### config.mk
export PLATFORM = sky130hd
export DESIGN_NAME = universal_shift_reg
export DESIGN_NICKNAME = d
export VERILOG_FILES = /design/src/rtl/usr_pkg.sv /design/src/rtl/usr_tick_prescaler.sv /design/src/rtl/universal_shift_reg.sv
export SDC_FILE = /design/constraint.sdc
export NUM_CORES = 1
export LEC_CHECK = 0
export CORE_AREA = 2 2 39 41
export CTS_BUF_LIST = sky130_fd_sc_hd__clkbuf_4 sky130_fd_sc_hd__clkbuf_8
export CTS_CLUSTER_DIAMETER = 80
export DETAILED_ROUTE_END_ITERATION = 10
export DIE_AREA = 0 0 41 43
export DONT_BUFFER_PORTS = 1
export GPL_TIMING_DRIVEN = 0
export PLACE_DENSITY = 0.49
export SETUP_SLACK_MARGIN = 0.15
export SLEW_MARGIN = 10
export SYNTH_ARGS = -nofsm -noshare
export SYNTH_HDL_FRONTEND = slang
export SYNTH_SLANG_ARGS = --single-unit
### constraint.sdc
create_clock -name clk -period 2.2 [get_ports clk]
set_input_delay 0.33 -clock clk [delete_from_list [all_inputs] [get_ports clk]]
set_output_delay 0.33 -clock clk [all_outputs]
set_load 0.03 [all_outputs]
### src/rtl/usr_pkg.sv
// -----------------------------------------------------------------------------
// usr_pkg
// Shared types and constants for the universal shift register.
//   usr_mode_e    : 2-bit mode select encoding (load / shift left / shift right /
//                   hold), matching the raw encoding on the top-level s port.
//   USR_WIDTH_DEF : default register width.
// -----------------------------------------------------------------------------
package usr_pkg;

    typedef enum logic [1:0] {
        MODE_LOAD = 2'b00,
        MODE_SHL  = 2'b01,
        MODE_SHR  = 2'b10,
        MODE_HOLD = 2'b11
    } usr_mode_e;

    localparam int unsigned USR_WIDTH_DEF = 8;

endpackage : usr_pkg

### src/rtl/usr_tick_prescaler.sv
// -----------------------------------------------------------------------------
// usr_tick_prescaler
// Free-running divider that produces a one-cycle update strobe once every
// DIV_COUNT clocks. It only exists in builds that define USR_TICK_DIV_EN;
// otherwise the shift register updates every clock and this module is not
// compiled at all.
// Parameters:
//   DIV_COUNT : terminal count; the counter runs 0..DIV_COUNT-1 and wraps.
// Ports:
//   clk   in  1  clock, rising edge
//   reset in  1  synchronous, active-low; clears the count
//   tick  out 1  high for one cycle when count == DIV_COUNT-1
// -----------------------------------------------------------------------------
`ifdef USR_TICK_DIV_EN
module usr_tick_prescaler #(
    parameter int unsigned DIV_COUNT = 25000000
) (
    input  logic clk,
    input  logic reset,
    output logic tick
);

    // A divide-by-1 still needs a 1-bit counter so the declarations stay legal.
    localparam int unsigned CNT_W = (DIV_COUNT > 1) ? $clog2(DIV_COUNT) : 1;
    localparam logic [CNT_W-1:0] CNT_LAST = CNT_W'(DIV_COUNT - 1);

    logic [CNT_W-1:0] cnt_q;
    logic [CNT_W-1:0] cnt_d;

    assign tick = (cnt_q == CNT_LAST);

    always_comb begin
        cnt_d = tick ? '0 : cnt_q + 1'b1;
    end

    always_ff @(posedge clk) begin
        if (!reset) begin
            cnt_q <= '0;
        end else begin
            cnt_q <= cnt_d;
        end
    end

endmodule : usr_tick_prescaler
`endif

### src/rtl/universal_shift_reg.sv
// -----------------------------------------------------------------------------
// universal_shift_reg
// WIDTH-bit universal shift register: parallel load, shift left, shift right,
// hold. q is a pure register output (one edge of latency from s/d/sil/sir).
// Optional feature macro: USR_TICK_DIV_EN. When defined, an internal prescaler
// (usr_tick_prescaler, DIV_COUNT parameter) gates updates to one edge in every
// DIV_COUNT; when undefined, tick is tied high, q updates on every clock and
// the DIV_COUNT parameter is not present.
// Parameters:
//   WIDTH     : register width (>= 2)
//   DIV_COUNT : prescaler terminal count (USR_TICK_DIV_EN builds only)
// Ports:
//   clk   in  1      clock, rising edge
//   reset in  1      synchronous, active-low; clears q (and the prescaler)
//   s     in  2      mode: 00 load, 01 shift left, 10 shift right, 11 hold
//   d     in  WIDTH  parallel load data
//   sil   in  1      serial in, enters q[0] on a left shift
//   sir   in  1      serial in, enters q[WIDTH-1] on a right shift
//   q     out WIDTH  register contents
//   tick  out 1      update-enable strobe
// -----------------------------------------------------------------------------
module universal_shift_reg
    import usr_pkg::*;
#(
    parameter int unsigned WIDTH     = USR_WIDTH_DEF
`ifdef USR_TICK_DIV_EN
   ,parameter int unsigned DIV_COUNT = 25000000
`endif
) (
    input  logic             clk,
    input  logic             reset,
    input  logic [1:0]       s,
    input  logic [WIDTH-1:0] d,
    input  logic             sil,
    input  logic             sir,
    output logic [WIDTH-1:0] q,
    output logic             tick
);

    logic [WIDTH-1:0] q_q;
    logic [WIDTH-1:0] q_d;

`ifdef USR_TICK_DIV_EN
    usr_tick_prescaler #(
        .DIV_COUNT (DIV_COUNT)
    ) u_tick_prescaler (
        .clk   (clk),
        .reset (reset),
        .tick  (tick)
    );
`else
    assign tick = 1'b1;
`endif

    // Mode mux. Inputs are only looked at on tick cycles.
    always_comb begin
        // NOTE: q_d gets a default before any branch so no path leaves it
        // unassigned; otherwise synthesis would infer a latch.
        q_d = q_q;
        if (tick) begin
            case (usr_mode_e'(s))
                MODE_LOAD: q_d = d;
                MODE_SHL:  q_d = {q_q[WIDTH-2:0], sil};
                MODE_SHR:  q_d = {sir, q_q[WIDTH-1:1]};
                default:   q_d = q_q;   // MODE_HOLD
            endcase
        end
    end

    // Reset is sampled on the clock edge (synchronous) and wins over any mode.
    always_ff @(posedge clk) begin
        // NOTE: state registers use non-blocking assignment so every flop
        // samples the pre-edge values, independent of block ordering.
        if (!reset) begin
            q_q <= '0;
        end else begin
            q_q <= q_d;
        end
    end

    assign q = q_q;

endmodule : universal_shift_reg

### Yosys cells after proc, flatten, opt, wreduce, memory -nomap -nowiden

Index checks and enable logic that the tools add are counted.

* equality and inequality tests: 2
* multiplexer cells: 1
* reduce and logical (&&, ||, !) cells: 2

Operator list (count)
* $pmux W8 S3: 1
* $reduce_bool A3 Y1: 1
* $eq A2 B1 Y1 const B: 1
* $eq A2 B2 Y1 const B: 1
* $logic_not A2 Y1: 1

* bits in registers: 8
* output and inout bits: 9

### Depth between registers and ports, before layout

Gate-level depths: netlist (run 1).

* word-level depth: 2
* mapped depth: 6
* mapped depth without buffers: 5

### Worst setup path after synthesis (run 1)

Ideal clock, no wire load.

* path kind: input port to flip-flop
* from: input s[0]
* to: register q_q[0], in the netlist q[0]
* library setup time: 134 ps
* data arrival time: 1128 ps
* setup slack: 938 ps
* stages: 5
* buffers on the path: 0
* cell sequence: inv_1 ha_1 or2b_4 o221ai_1 a21oi_1

* cells in the longest elaborated chain, start to end: 2
* elaborated cells on any way between the ends: 5
* classes of those cells: 2 x eq/ne; 1 x mux; 2 x reduce/logical

RTL lines
* from (decl): line universal_shift_reg.sv:32 `input logic [1:0] s,`
* $eq A2 B2 Y1 (tied with other cells): line universal_shift_reg.sv:61 `case (usr_mode_e'(s))`
* $pmux W8 S3 / $reduce_bool A3 Y1 (equally long branches)
* to (signal assigned): line universal_shift_reg.sv:77 `q_q <= q_d;`
* to (decl): line universal_shift_reg.sv:40 `logic [WIDTH-1:0] q_q;`

Several ways; a longest one is shown, not always the timed one.
A chain may end at the register's enable or synchronous reset.

### Worst setup path after layout (run 1)

* from: input s[0]
* to: register q_q[6], in the netlist q[6]

Same word-level chain as after synthesis.

==> results, run 1 <==
- The cell count of the worst hold path is 2.
- In this run the worst setup path begins at s[0].
- The cell-internal power is roughly 250 uW.
- The growth of design area from synthesis to finish is 9.42%.
- For this run, the number of Yosys warnings is 0.
- The clock reaches the later pin of the worst-skew pair after between 200 and 300 ps.
- In this run, the clock network consumes a little under 30% of the power.
- Routability-driven placement finished with a final weighted congestion of between 0.6 and 0.7.
- The routed design could run at a clock period as short as about 1200 ps.
- The detailed-router iteration count before antenna repair is 4.
- The run finished with clean final reports.
- The register with the most flip-flops in the layout has 8 of them.
- The standard cell core area is roughly 1400 sq um.
- The critical path in this run is classified as primary input to flop.
- Global routing used between 10% and 20% of the available tracks.
- The number of nets produced by synthesis is 70.
- The final instance count without filler cells is ~70.
- The post-DP HPWL is approximately 800 um.
- The count of nets left with antenna violations once routing finished came out at 0.
- The count of clock tree sinks is 8.
- The maximum vdd drop is approximately 0.00025 V.
- In this run the critical register-to-register path is launched from q[5].
- The floorplan step defined a die boundary enclosing 1760 sq um.
- For this run, design rule violations remaining after detail routing come to 0.
- The required time at the endpoint of the critical path is 2300 ps.
- Setup repair after global routing left no endpoint under its margin.
- The power share of the combinational group is between 10% and 20%.
- After technology mapping, the gate count stands at 53.
- Measured along the y axis, the die boundary spans ~43 um.
- The first routing iteration left 9 violations.
- The via count normalized by instance count is 5.67.
- Data arrives at the worst endpoint at between 1000 and 1500 ps.
- For the pin with the worst max-slew slack, the measured transition is a little over 500 ps.
- For this configuration, the core starts out at a cell density of between 30% and 40%.
- Of the available clock period, the critical path in the final layout requires 52.5%.
- In this run the biggest area consumer among cell types represents between 30% and 40% of the synthesized area.
- A synthesized cell averages around 8.5 sq um.
- The number of failing hold endpoints at the final stage is 0.
- The fraction of power spent switching nets is 33.8%.
- After synthesis, flip-flops and latches occupy a little over a third of the total area.
- The setup fix buffers added after clock tree synthesis is 0.
- The CTS buffer count is 3.
- The detailed-route wire length per cell is 15.7 um.
- Yosys attributes the largest share of cell area to sky130_fd_sc_hd__dfxtp_1 (35%), sky130_fd_sc_hd__a311oi_1 (12%), sky130_fd_sc_hd__nand2_1 (11%).
- The relative contribution of sequential cells to total power is between 50% and 60%.
- The initial antenna violation count is 0.
- The total setup violations reported at the end of the flow is 0.
- The total of max-cap violations is 0.
- The count of unique library cells instantiated by Yosys is 19.
- The worst pin sits at a relative slew slack of 66.0%.
- At the end of the flow, the number of nets in the layout was 75.
- The post-route netlist has about 16% of its cells at a drive strength greater than 1.
- The buffer cell driving the clock tree root is sky130_fd_sc_hd__clkbuf_4.
- TritonCTS built the clock tree.
- The leakage power is 0.000189 uW.
- Once placement completed, the tool counted placed cells totaling 69.
- The post-synthesis instance area is 452 sq um.
- The via count of the first global-routing pass is 380.
- The count of cells resized by post-cts repair is 0.
- Power spread over the standard cell area amounts to roughly 770 nW/um^2.
- The kind of start point of the critical path is a primary input.
- After synthesis the netlist holds a flip-flop and latch count of 8.
- The count of buffers added on input and output ports is 0.
- The via count is a little over 400.
- The routed wire length is between 1 and 1.5 mm.
- The startpoint identified for the worst hold timing path is reset.
- The number of top-level pins is 23.
- The maximum frequency from static timing analysis is 0.865 GHz.
- The setup total negative slack is 0 ps.
- The clock tree skew after final layout is about 4.4 ps.
- Along the worst path, the maximum fanout reaches 7.
- The maximum clock insertion buffer count is 2.
- The max-slew violation count is 0.
- The worst hold path belongs to the class primary input to flop.
- The first-pass GRT wire length is between 1.5 and 2 mm.
- The largest area contributor in the netlist is sky130_fd_sc_hd__dfxtp_1.
- The number of antenna diodes in the final layout is 0.
- The maximum level of the CTS H-tree is 1.
- After clock tree synthesis, the clock-pin slew on the worst setup and hold paths is ~50 ps.
- Measured in cells, the most critical reg-to-reg path has a length of 3.
- The largest net degree at the start of global routing is 9.
- The die extent in x is just over 40 um.
- STA classifies the critical path endpoint as a flop.
- The switching component of the power is approximately 130 uW.
- The count of hold buffers inserted by post-cts repair is 0.
- The row count is 14.
- The total congestion overflow is 0.
critical path, cell delays in order:
cell and delay [ps]:
sky130_fd_sc_hd__inv_1 20, sky130_fd_sc_hd__ha_1 320, sky130_fd_sc_hd__nor2_1 410, sky130_fd_sc_hd__a311oi_1 170
area by class of cell:
cell class / instances / area (sq um)
fillers: 150 / 890
plain buffers: 3 / 23.8
inverters: 4 / 15.0
flip-flops and latches: 8 / 160
clock buffers: 3 / 22.5
well taps: 16 / 20.0
multi-input cells: 38 / 253
path summary, 6_finish.rpt:
kind	slack, ps	end
min	210	q[0]
max reg2reg	1130	q[4]
min reg2reg	660	q[6]
max	1040	q[6]
stage by stage:
stage          hold slack, ps  area (sq um)  utilization [%]  worst slack, ps  total power (uW)
2_1_floorplan             468           452                -              938               256
3_3_place_gp              475           472             34.1              810               271
3_5_place_dp              477           472             34.1              803               271
4_1_cts                   207           494             35.7             1040               383
5_1_grt                   211           494             35.7              963               403
6_report                  210           494             35.7             1040               378
cells in the final DEF (no fill, tap or decap), drive strengths merged:
master / Yosys / final
a21oi: 2 / 2
a221o: 1 / 1
a22oi: 1 / 1
a311oi: 6 / 6
buf: 3 / 3
clkbuf: 0 / 3
conb: 1 / 1
dfxtp: 8 / 8
ha: 3 / 3
inv: 4 / 4
nand2: 13 / 13
nand3: 1 / 1
nor2: 1 / 1
o221ai: 1 / 1
o22ai: 6 / 6
or2b: 2 / 2
cells by family after synthesis:
logic type	Yosys count	share of synthesized area, %
compound gates	17	28.8
fa+ha+maj	3	8.31
buf+inv	7	8.59
flops	8	35.5
other cells	1	0.830
simple gates	17	18.0
layer usage:
layer | wire length [um] | GRT usage [%] | vias to the layer above | share of wire [%]
li1 | - | - | 199 | -
met5 | 0 | 0 | - | 0
met3 | 150 | 9.95 | 0 | 13
met2 | 511 | 20.3 | 23 | 45
met1 | 471 | 16.6 | 186 | 42
met4 | 0 | 4.00 | 0 | 0
cell usage after synthesis:
library cell	n
sky130_fd_sc_hd__nand2_1	13
sky130_fd_sc_hd__dfxtp_1	8
sky130_fd_sc_hd__a311oi_1	6
sky130_fd_sc_hd__o22ai_1	6
sky130_fd_sc_hd__inv_1	4
sky130_fd_sc_hd__ha_1	3
sky130_fd_sc_hd__a21oi_1	1
sky130_fd_sc_hd__a21oi_2	1
sky130_fd_sc_hd__a221o_1	1
sky130_fd_sc_hd__a22oi_1	1
sky130_fd_sc_hd__buf_2	1
sky130_fd_sc_hd__buf_4	1
sky130_fd_sc_hd__buf_6	1
sky130_fd_sc_hd__conb_1	1
sky130_fd_sc_hd__nand3_2	1
sky130_fd_sc_hd__nor2_1	1
sky130_fd_sc_hd__o221ai_1	1
sky130_fd_sc_hd__or2b_1	1
sky130_fd_sc_hd__or2b_4	1
power groups by stage:
| stage | Combinational (uW) | Clock [uW] | Sequential [uW] |
|---|---|---|---|
| 3_3_place_gp | 62.5 | 0 | 208 |
| 2_1_floorplan | 52.7 | 0 | 203 |
| 3_5_place_dp | 62.3 | 0 | 209 |
| 4_1_cts | 62.5 | 115 | 205 |
| 5_1_grt | 70.4 | 124 | 208 |
| 6_report | 62.8 | 110 | 205 |
(Power assumes the default switching activity.)
==> run 2, diff against run 1 <==
- PLACE_DENSITY: 0.49 -> 0.5
- clock period: 2.2 -> 1 ns (I/O delays scaled with it)
==> results, run 2 (synthesized netlist as in run 1, its figures left out) <==
- The total congestion overflow was 0 (unchanged).
- The total setup violations reported at the end of the flow is 0 (unchanged).
- The overall power is 861 uW (+130%).
- The routed wire length was 1.12 mm (-1.3%).
- The worst path uses between 90% and 100% of the clock period.
- The max-slew violation count is 0 (unchanged).
- The total global routing track utilization is 14.6% (+0.36 points).
- The maximum clock insertion buffer count is 2 (unchanged).
- The cell count after placement is 69 (unchanged).
- In this run the clock root is driven by a sky130_fd_sc_hd__clkbuf_4.
- The post-DP HPWL was 823 um (+3.0%).
- The number of antenna repair diodes was 0 (unchanged).
- The effective utilization at floorplan is 32.6% (unchanged).
- The net count of the finished layout is 75 (unchanged).
- The cell count of the worst hold path is 2 (unchanged).
- The total of max-cap violations is 0 (unchanged).
- The first-pass GRT wire length came to 1.76 mm (+7.6%).
- The leakage power is 0.000201 uW (+6.0%).
- The number of buffer cells added on primary ports was 0 (unchanged).
- The data arrival time at the worst-slack endpoint was 1090 ps (-160 ps).
- The power density of the placed cells came to 1460 nW/um^2 (+90%).
- The via count came to 411 (+0.74%).
- The final instance count without filler cells is 72 (unchanged).
- The maximum fanout count along the critical path is 4 (-3).
- From synthesis to final layout, the design area changed by 30.7%.
- The die span in y is 43 um (unchanged).
- The library cells used most frequently in the layout, excluding fill and tap cells, are sky130_fd_sc_hd__nand2_1 (8), sky130_fd_sc_hd__dfxtp_4 (8), sky130_fd_sc_hd__a311oi_1 (6), sky130_fd_sc_hd__o22ai_1 (5), sky130_fd_sc_hd__nand2_2 (5).
- The worst-skew pair later-pin latency came to 250 ps (about the same).
- The number of design rule violations left after detail routing is 0 (unchanged).
- The flip-flop count of the largest register, all copies and words added was 8 (unchanged).
- STA classifies the critical path startpoint as a flop.
- The count of clock tree sinks is 8 (unchanged).
- Among all stages on the critical path, the largest delay is contributed by sky130_fd_sc_hd__dfxtp_4.
- STA classifies the critical path endpoint as a flop.
- The path class of the lowest-slack min-delay path is primary input to flop.
- The CTS buffer count was 3 (unchanged).
- The area of the die came to 1760 sq um (unchanged).
- The via count normalized by instance count is 5.71 (+0.74%).
- The count of nets left with antenna violations after detail routing is 0 (unchanged).
- The count of hold buffers inserted by post-cts repair is 0 (unchanged).
- The minimum clock period is slightly below 1000 ps.
- The total buffers and inverters traversed by the critical path is 0 (-1).
- The detailed-route wire length per cell was 15.5 um (-1.3%).
- The maximum level of the CTS H-tree is 1 (unchanged).
- The cell type group with the largest total delay on the critical path is flip-flops.
- The TritonCTS clock tree is yes.
- The maximum frequency from static timing analysis is 1.04 GHz.
- The required time at the endpoint of the critical path is 1130 ps (-1170 ps).
- The setup fix buffers added after clock tree synthesis is 0 (unchanged).
- The placer's final routability congestion estimate is 0.690 (-0.19%).
- The critical path class is flop to flop.
- The via count of the first global-routing pass is 427 (+12%).
- The die extent in x is 41 um (unchanged).
- The fraction of layout cells with a size suffix above 1 came to 53.6% (+38 points).
- The detailed-router iteration count before antenna repair is 4 (unchanged).
- The maximum vdd drop is 0.000444 V (+79%).
- The logic depth of the worst setup path including buffers came to 3 (-1).
- The standard cell core area was 1380 sq um (unchanged).
- The critical path goes through a221o_1 -> nand3_2 -> a21oi_2.
- The number of top-level pins is 23 (unchanged).
- Setup repair after global routing could not meet its margin everywhere.
- The number of failing hold endpoints at the final stage is 0 (unchanged).
- The clock tree skew after final layout is 0.178 ps (-4.22 ps).
- The delay of the slowest critical-path stage is 390 ps (-20 ps).
- The flow ran to the end, and the final reports show no timing, DRC or antenna violations.
- The number of DRC markers in iteration 0 is 4 (-5).
- The row count is 14 (unchanged).
- The largest net degree at the start of global routing is 9 (unchanged).
- The cell depth of the worst flop-to-flop path came to 3 (unchanged).
- The initial antenna violation count was 0 (unchanged).
- The clock-pin slew on the worst setup and hold paths came to 50 ps (about the same).
==> run 2: cell types whose count changed in the layout (fill, tap and decap cells not counted), moves of 2 or more <==
cell                      previous run  this run
sky130_fd_sc_hd__dfxtp_1             8         0
sky130_fd_sc_hd__dfxtp_4             0         8
sky130_fd_sc_hd__ha_1                3         1
sky130_fd_sc_hd__ha_4                0         2
sky130_fd_sc_hd__inv_1               4         1
sky130_fd_sc_hd__inv_2               0         2
sky130_fd_sc_hd__nand2_1            13         8
sky130_fd_sc_hd__nand2_2             0         5
==> run 2: routing by layer <==
layer	up-vias	share of wire [%]	GRT usage [%]
li1	201	-	-
met1	192	42	16.7
met2	16	48	21.9
met3	2	7.8	4.19
met4	0	1.5	10.0
met5	-	0	0
==> run 2: cell type report <==
type                       count  area, sq um
multi-input combinational     38          305
buffer                         3         30.0
clock buffer                   3         22.5
tap                           16         20.0
fill                         148          793
inverter                       4         22.5
sequential                     8          190
==> run 2: through the flow <==
stage / setup slack [ps] / hold WS, ps / area [sq um] / TNS [ps] / util (%)
6_report: 35.8 / 8.81 / 591 / 0 / 42.7
4_1_cts: 33.3 / 3.28 / 569 / 0 / 41.1
3_5_place_dp: -124 / 278 / 518 / -780 / 37.4
2_1_floorplan: -13.4 / 271 / 498 / -36.8 / -
3_3_place_gp: -128 / 276 / 518 / -746 / 37.4
5_1_grt: 8.13 / 13.1 / 591 / 0 / 42.7
==> run 2: power breakdown <==
group          internal (uW)  leakage (uW)  switching [uW]
logic                   79.3      0.000116            84.3
registers                356     0.0000713             102
clock network            137     0.0000138             102
total                    572      0.000201             289
==> run 2: what timing repair did <==
item | 4_1_cts | 5_1_grt
pin swaps | 0 | 4
gates resized for setup | 16 | 7
setup endpoints to repair | 16 | 8
==> run 2: final timing paths <==
path | from | end | slack (ps)
setup reg to reg | q[5] | q[4] | 40
hold / removal | reset | q[0] | 9
setup / recovery | q[5] | q[4] | 40
hold reg to reg | q[0] | q[1] | 560
==> run 3, diff against run 2 <==
- SYNTH_HIERARCHICAL: not set -> 1
==> results of run 3 <==
Final layout, timing and power as in run 2 (identical DEF).
Among the figures that moved: Yosys warning count 0 -> 6
